==> src/rtl/alu_req_arbiter_pkg.sv <==
// Shared ALU definitions for the request arbiter: opcode encodings, FSM state
// encodings and opcode classification helpers.
package alu_req_arbiter_pkg;

  localparam int OP_W = 3;

  typedef logic [OP_W-1:0] alu_op_t;

  localparam alu_op_t OP_ADD    = 3'b000;
  localparam alu_op_t OP_SUB    = 3'b001;
  localparam alu_op_t OP_MUL    = 3'b010;
  localparam alu_op_t OP_PASSA  = 3'b011;
  localparam alu_op_t OP_PASSB  = 3'b100;
  localparam alu_op_t OP_CLEAR  = 3'b101;
  localparam alu_op_t OP_FINISH = 3'b110;

  localparam int ST_W = 2;

  localparam logic [ST_W-1:0] ST_IDLE = 2'd0;
  localparam logic [ST_W-1:0] ST_EXEC = 2'd1;
  localparam logic [ST_W-1:0] ST_RESP = 2'd2;

  // Anything above CLEAR (FINISH and the unused code) is never sent to the ALU.
  function automatic logic op_legal(input alu_op_t op);
    return (op <= OP_CLEAR);
  endfunction

  // Only ADD/SUB produce a meaningful zero indication.
  function automatic logic op_sets_zero(input alu_op_t op);
    return (op == OP_ADD) || (op == OP_SUB);
  endfunction

endpackage

==> src/rtl/alu_req_arbiter_rr_arbiter.sv <==
// Round-robin arbiter: picks the first active request at or after the rotating
// pointer and moves the pointer past the winner on each advance strobe.
module rr_arbiter #(
  parameter int NUM_REQ = 2
) (
  input  logic               clk,
  input  logic               rst,
  input  logic [NUM_REQ-1:0] req,
  input  logic               advance,
  output logic [NUM_REQ-1:0] gnt_onehot
);

  localparam int IDX_W = (NUM_REQ > 1) ? $clog2(NUM_REQ) : 1;
  localparam logic [IDX_W:0]   NUM_REQ_W = (IDX_W+1)'(NUM_REQ);
  localparam logic [IDX_W-1:0] LAST_IDX  = IDX_W'(NUM_REQ - 1);

  logic [IDX_W-1:0] ptr;
  logic [IDX_W-1:0] win_idx;
  logic [IDX_W-1:0] nxt_ptr;
  logic [IDX_W:0]   sum;
  logic             found;

  // Scan requesters starting at the pointer, wrapping modulo NUM_REQ.
  always_comb begin
    gnt_onehot = '0;
    win_idx    = '0;
    found      = 1'b0;
    sum        = '0;
    for (int k = 0; k < NUM_REQ; k++) begin
      sum = {1'b0, ptr} + (IDX_W+1)'(k);
      if (sum >= NUM_REQ_W) begin
        sum = sum - NUM_REQ_W;
      end
      if (!found && req[sum[IDX_W-1:0]]) begin
        found                       = 1'b1;
        win_idx                     = sum[IDX_W-1:0];
        gnt_onehot[sum[IDX_W-1:0]]  = 1'b1;
      end
    end
  end

  always_comb begin
    if (win_idx == LAST_IDX) begin
      nxt_ptr = '0;
    end else begin
      nxt_ptr = win_idx + 1'b1;
    end
  end

  always_ff @(posedge clk) begin
    if (rst) begin
      ptr <= '0;
    end else if (advance && found) begin
      ptr <= nxt_ptr;
    end
  end

endmodule

==> src/rtl/alu_req_arbiter.sv <==
// Shares one ALU between NUM_REQ requesters: round-robin grant, registered issue
// onto the ALU inputs, result capture and a one-cycle response pulse to the winner.
module alu_req_arbiter
  import alu_req_arbiter_pkg::*;
#(
  parameter int NUM_REQ     = 2,
  parameter int DATA_LEN    = 16,
  parameter int ALU_SIG_LEN = 3
) (
  input  logic                           clk,
  input  logic                           rst,
  input  logic [NUM_REQ-1:0]             req,
  input  logic [NUM_REQ*ALU_SIG_LEN-1:0] req_op,
  input  logic [NUM_REQ*DATA_LEN-1:0]    req_a,
  input  logic [NUM_REQ*DATA_LEN-1:0]    req_b,
  output logic [NUM_REQ-1:0]             gnt,
  output logic [NUM_REQ-1:0]             rsp_valid,
  output logic [DATA_LEN-1:0]            rsp_data,
  output logic                           rsp_zero,
  output logic                           rsp_err,
  output logic                           busy,
  output logic [DATA_LEN-1:0]            alu_a,
  output logic [DATA_LEN-1:0]            alu_b,
  output logic [ALU_SIG_LEN-1:0]         alu_select,
  input  logic [DATA_LEN-1:0]            alu_out
);

  localparam logic [ALU_SIG_LEN-1:0] SEL_CLEAR = ALU_SIG_LEN'(OP_CLEAR);

  logic [ST_W-1:0]        state;
  logic [NUM_REQ-1:0]     win_onehot;
  logic                   any_req;
  logic                   advance;
  logic [ALU_SIG_LEN-1:0] op_sel;
  logic [DATA_LEN-1:0]    a_sel;
  logic [DATA_LEN-1:0]    b_sel;
  logic                   op_ok;
  logic [NUM_REQ-1:0]     owner_p0;
  logic                   err_p0;
  logic                   res_zero;

  assign any_req = |req;
  assign advance = (state == ST_IDLE) && any_req;

  rr_arbiter #(
    .NUM_REQ (NUM_REQ)
  ) u_rr (
    .clk        (clk),
    .rst        (rst),
    .req        (req),
    .advance    (advance),
    .gnt_onehot (win_onehot)
  );

  // Operand mux driven by the one-hot winner.
  always_comb begin
    op_sel = '0;
    a_sel  = '0;
    b_sel  = '0;
    for (int i = 0; i < NUM_REQ; i++) begin
      if (win_onehot[i]) begin
        op_sel = req_op[i*ALU_SIG_LEN +: ALU_SIG_LEN];
        a_sel  = req_a[i*DATA_LEN +: DATA_LEN];
        b_sel  = req_b[i*DATA_LEN +: DATA_LEN];
      end
    end
    op_ok = op_legal(alu_op_t'(op_sel));
  end

  // alu z_flag is stale for non-add/sub ops, so zero is derived from alu_out here.
  assign res_zero = !err_p0 && op_sets_zero(alu_op_t'(alu_select)) && (alu_out == '0);

  always_ff @(posedge clk) begin
    if (rst) begin
      state      <= ST_IDLE;
      gnt        <= '0;
      rsp_valid  <= '0;
      rsp_data   <= '0;
      rsp_zero   <= 1'b0;
      rsp_err    <= 1'b0;
      busy       <= 1'b0;
      alu_a      <= '0;
      alu_b      <= '0;
      alu_select <= SEL_CLEAR;
      owner_p0   <= '0;
      err_p0     <= 1'b0;
    end else begin
      gnt       <= '0;
      rsp_valid <= '0;
      case (state)
        // IDLE -> EXEC: grant the winner and issue its operands to the ALU
        ST_IDLE: begin
          if (any_req) begin
            gnt        <= win_onehot;
            owner_p0   <= win_onehot;
            alu_a      <= a_sel;
            alu_b      <= b_sel;
            alu_select <= op_ok ? op_sel : SEL_CLEAR;
            err_p0     <= !op_ok;
            busy       <= 1'b1;
            state      <= ST_EXEC;
          end
        end
        // EXEC -> RESP: capture the result; park select on CLEAR so the next
        // issue always changes select and forces the ALU to re-evaluate
        ST_EXEC: begin
          rsp_valid  <= owner_p0;
          rsp_data   <= err_p0 ? '0 : alu_out;
          rsp_zero   <= res_zero;
          rsp_err    <= err_p0;
          alu_select <= SEL_CLEAR;
          state      <= ST_RESP;
        end
        // RESP -> IDLE: recovery cycle, requests ignored
        ST_RESP: begin
          busy  <= 1'b0;
          state <= ST_IDLE;
        end
        default: begin
          busy  <= 1'b0;
          state <= ST_IDLE;
        end
      endcase
    end
  end

endmodule

==> config.mk <==
export PLATFORM = sky130hd
export DESIGN_NAME = alu_req_arbiter
export DESIGN_NICKNAME = d
export VERILOG_FILES = /design/src/rtl/alu_req_arbiter_pkg.sv /design/src/rtl/alu_req_arbiter_rr_arbiter.sv /design/src/rtl/alu_req_arbiter.sv
export SDC_FILE = /design/constraint.sdc
export NUM_CORES = 1
export LEC_CHECK = 0
export ABC_AREA = 1
export CAP_MARGIN = 20
export CELL_PAD_IN_SITES_DETAIL_PLACEMENT = 1
export CELL_PAD_IN_SITES_GLOBAL_PLACEMENT = 1
export CORE_MARGIN = 2
export CORE_UTILIZATION = 28
export CTS_CLUSTER_SIZE = 24
export DETAILED_ROUTE_END_ITERATION = 16
export PLACE_DENSITY = 0.87
export SYNTH_ARGS = -nofsm -noshare
export SYNTH_HDL_FRONTEND = slang
export SYNTH_SLANG_ARGS = --single-unit
==> constraint.sdc <==
create_clock -name clk -period 3.5 [get_ports clk]
set_input_delay 0.875 -clock clk [delete_from_list [all_inputs] [get_ports clk]]
set_output_delay 0.875 -clock clk [all_outputs]
set_load 0.02 [all_outputs]
==> out/metrics.sh <==
TIMING.CLOCK.SKEW_PS=8.14
WORSTSETUPSTARTPOINTTYPE='input port'
YS_TOP_CELLS_BY_AREA='sky130_fd_sc_hd__dfxtp_1 (47%), sky130_fd_sc_hd__nand2_1 (12%), sky130_fd_sc_hd__nand3_1 (9.8%)'
FILLERINSTANCES=1171
FINAL-MAX-SLEW-VIOLATION-COUNT=0
SYNTH-WARNING-COUNT=0
FINALWORSTPATHREQUIREDPERIOD_PS=2410
REGTOREGSETUPSLACK_PS=1500
SETUP_VIOL=0
GRT_PASS1_VIAS=3309
TRACK_USAGE=0.192
POWER.DENSITY_CELL_AREA_nW_PER_UM2=474
CRIT_ARRIVAL_PS=2640
R2R-START='state[1]'
INITIAL_STANDARD_CELL_UTILIZATION_OF_THE_CORE=0.291
POSTSYNTHCELLCOUNT=369
TOTAL_INSERTED_ANTENNA_CELLS=0
YS_TOP_CELLS_BY_COUNT='sky130_fd_sc_hd__nand2_1 (88), sky130_fd_sc_hd__dfxtp_1 (64), sky130_fd_sc_hd__nand3_1 (53)'
AREA_GROWTH_SYN_TO_LAYOUT_PCT=65.4
SYNTHDOMINANTCELLAREASHARE=0.472
HOLDCRITPATHCLASS='flip-flop to flip-flop'
WORST_HOLD_PATH_ENDPOINT='rsp_valid[0]'
CTSHOLDBUFFERS=0
COUNT_OF_VIAS_PLACED_BY_THE_DETAILED_ROUTER=3093
HOLD_DEPTH=2
ROOT_BUFFER_SELECTED_BY_CTS='sky130_fd_sc_hd__clkbuf_8'
DRT-WIRELENGTH-PER-CELL_UM=15.5
RSZ0062_AT_GRT='no'
MAPPED_AREA_SQ_UM=2720
DESIGN.DIE.AREA_SQ_UM=10500
TIMING.FINAL.CRIT_SHARE=0.688
WHS_PS=447
POST_SYNTHESIS_MEAN_INSTANCE_AREA_SQ_UM=7.36
FP.DIEH_UM=102
ROUTE.DETAILED.DRC=0
HOLD_VIOL=0
SYNTH_CELL_TYPES=27
SETUP-TNS-FINAL_PS=0
NUMBER_OF_ANTENNA_VIOLATIONS_AT_THE_FIRST_CHECK_IN_GLOBAL_ROUTING=0
DRT.ANTENNA.VIOLATING_NETS=0
PORT_BUFFERS=147
POWER_FRAC_COMB=0.245
STATUS='completed'
R2R-END='rsp_data[7]'
WORST-SLEW-PIN-TRANSITION_PS=746
CRIT_REQUIRED_PS=3740
P_CLK_FRAC=0.366
SYNTH_AREA_LEADER_CELL='sky130_fd_sc_hd__dfxtp_1'
SYNTHMOSTINSTANTIATEDCELL='sky130_fd_sc_hd__nand2_1'
NETSWITCHINGFRACTION=0.288
DRT-TOTAL-WL_UM=9940
CELL_INTERNAL_PWR_mW=1.52
IO_PINS=148
DETAILEDROUTE.FIRSTITERATIONVIOLATIONS=64
SYNTH-SEQ-CELLS=64
PLACEMENT_ROWS=35
WORST_REG_TO_REG_PATH_CELL_COUNT=5
GR-TOTAL-OVERFLOW=0
SEQUENTIALPOWERSHARE=0.388
FP.COREAREA_SQ_UM=9330
CTS_TREE='yes'
MAXCAPVIOLATIONS=0
SYNTH-ASYNC-RESET-RATIO=0
QUANTITY_OF_GATES_RESIZED_FOLLOWING_CTS=0
SEQ_AREA_SQ_UM=1280
DR.PASS1.ITERS=4
MAX_CLOCK_FREQ_MHz=415
DIEWIDTH_UM=102
CLOCK_SLEW_SEEN_BY_THE_REGISTERS_OF_THE_WORST_SETUP_AND_HOLD_PATHS_PS=70
DP_HPWL_UM=7440
POST_CTS.REPAIR.SETUP_BUFFERS=0
POWER.SWITCHING_mW=0.613
SYNTHESIS.NETS=459
MAXIMUM_NUMBER_OF_PINS_ON_ONE_NET_BEFORE_GLOBAL_ROUTE_REPAIR=48
SYNTH_EDF_COUNT=0
WORSTSETUPPATHTYPE='input port to flip-flop'
TIMING.MAX_SLEW.REL_SLACK=0.501
YOSYSSEQAREASHARE=0.472
MAXIMUM_IR_DROP_ON_THE_VDD_RAIL_uV=224
CRIT_PATH_MAX_FANOUT=47
CLK_LATENCY_PS=340
TOTAL_AREA_OF_MULTI_INPUT_COMBINATIONAL_CELLS_SQ_UM=1240
CTS_SINKS=64
NUMCTSBUFFERS=9
YS.FLOP_TYPE='sky130_fd_sc_hd__dfxtp_1'
VIAS_PER_CELL=4.82
WORSTHOLDSTART='owner_p0[0]'
CTS_MAX_LEVEL=3
ROUTABILITYCONGESTION=0.779
FRACTION_OF_FINAL_LAYOUT_CELLS_WITH_DRIVE_STRENGTH_GREATER_THAN_1=0.0624
NETS=598
GLOBAL_ROUTE_WIRE_LENGTH_BEFORE_REPAIR_UM=15600
MAX-CLOCK-PATH-BUFFERS=2
LEAKAGEPOWER_nW=1.85
SETUP.WORST_PATH.END_CLASS='flip-flop'
placed cells by master (no fill, tap or decap):
cell type | Yosys | final
sky130_fd_sc_hd__clkdlybuf4s50_1 | 0 | 147
sky130_fd_sc_hd__nand2_1 | 88 | 88
sky130_fd_sc_hd__dfxtp_1 | 64 | 64
sky130_fd_sc_hd__nand3_1 | 53 | 53
sky130_fd_sc_hd__nor2_1 | 52 | 52
sky130_fd_sc_hd__a21oi_1 | 23 | 23
sky130_fd_sc_hd__a22oi_1 | 15 | 15
sky130_fd_sc_hd__o21ai_1 | 13 | 13
sky130_fd_sc_hd__o21ai_0 | 10 | 10
sky130_fd_sc_hd__inv_1 | 9 | 9
sky130_fd_sc_hd__clkbuf_8 | 0 | 9
sky130_fd_sc_hd__buf_4 | 2 | 6
sky130_fd_sc_hd__inv_2 | 3 | 3
sky130_fd_sc_hd__bufinv_16 | 0 | 3
sky130_fd_sc_hd__nor2_2 | 2 | 2
sky130_fd_sc_hd__nor3_1 | 2 | 2
sky130_fd_sc_hd__clkinv_4 | 0 | 2
sky130_fd_sc_hd__nor2_4 | 1 | 1
sky130_fd_sc_hd__o21ai_4 | 1 | 1
sky130_fd_sc_hd__nand2_2 | 1 | 1
sky130_fd_sc_hd__nand3b_1 | 1 | 1
sky130_fd_sc_hd__nand4_1 | 1 | 1
sky130_fd_sc_hd__o211ai_1 | 1 | 1
sky130_fd_sc_hd__o22ai_1 | 1 | 1
sky130_fd_sc_hd__nand3_2 | 1 | 1
sky130_fd_sc_hd__a21oi_2 | 1 | 1
sky130_fd_sc_hd__a211oi_1 | 1 | 1
sky130_fd_sc_hd__clkinvlp_4 | 0 | 1
sky130_fd_sc_hd__clkinv_2 | 0 | 1
logic make-up (layout without fill, tap and decap cells):
logic type	Yosys count	count (layout)	share of synthesized area
AO/OA/AOI/OAI	66	66	0.143
AND/OR/NAND/NOR	202	202	0.315
flip-flops	64	64	0.472
buffers and inverters	37	181	0.0705
sequential cells by signal, indices dropped and copies added (netlist names), 2 cells and up, named ones only:
register    flops
alu_a          16
alu_b          16
rsp_data       16
alu_select      3
gnt             2
owner_p0        2
rsp_valid       2
state           2
worst max-delay path, cell delays in order:
cell	delay, ps
sky130_fd_sc_hd__clkdlybuf4s50_1	480
sky130_fd_sc_hd__buf_4	260
sky130_fd_sc_hd__o21ai_4	90
sky130_fd_sc_hd__inv_2	540
sky130_fd_sc_hd__nand2_1	130
sky130_fd_sc_hd__a21oi_1	190
sky130_fd_sc_hd__nor2_1	50
how the worst max path moves through the flow:
| stage | start | end | slack [ps] |
|---|---|---|---|
| detailed placement | req[0] | alu_b[8] | 710 |
| CTS | req[0] | alu_b[8] | 1090 |
| global route | req[0] | alu_b[8] | 870 |
| floorplan | req[0] | alu_b[0] | 1820 |
| finish | req[0] | alu_b[8] | 1090 |
| global placement | req[0] | alu_a[0] | 830 |
through the flow:
stage               setup slack, ps  cell area [sq um]  cells  power [mW]  utilization
floorplan                      1820               2720    369        1.10            -
global placement                832               4250    626        1.35        0.455
detailed placement              711               4250    626        1.37        0.455
CTS                            1090               4490    642        2.15        0.482
global route                    868               4490    642        2.23        0.482
finish                         1090               4490    642        2.13        0.482
area by class of cell:
| cell class | count | area share |
|---|---|---|
| sequential | 64 | 0.285 |
| clock buffer | 9 | 0.0276 |
| tap | 129 | 0.0359 |
| timing repair buffer | 153 | 0.338 |
| inverter | 12 | 0.0100 |
| multi-input combinational | 268 | 0.277 |
| clock inverter | 7 | 0.0267 |
power by group through the flow:
stage	clock (mW)	combinational, mW	sequential [mW]
floorplan	0	0.195	0.908
global placement	0	0.509	0.840
detailed placement	0	0.527	0.844
CTS	0.796	0.529	0.828
global route	0.828	0.572	0.834
finish	0.780	0.523	0.827
layer usage:
metal	wire (um)	GRT usage	vias up
li1	-	-	1507
met1	4010	0.209	1462
met2	5010	0.352	113
met3	806	0.0563	11
met4	110	0.0656	0
met5	0	0	-
No activity file was read; power rests on OpenSTA's default activity.
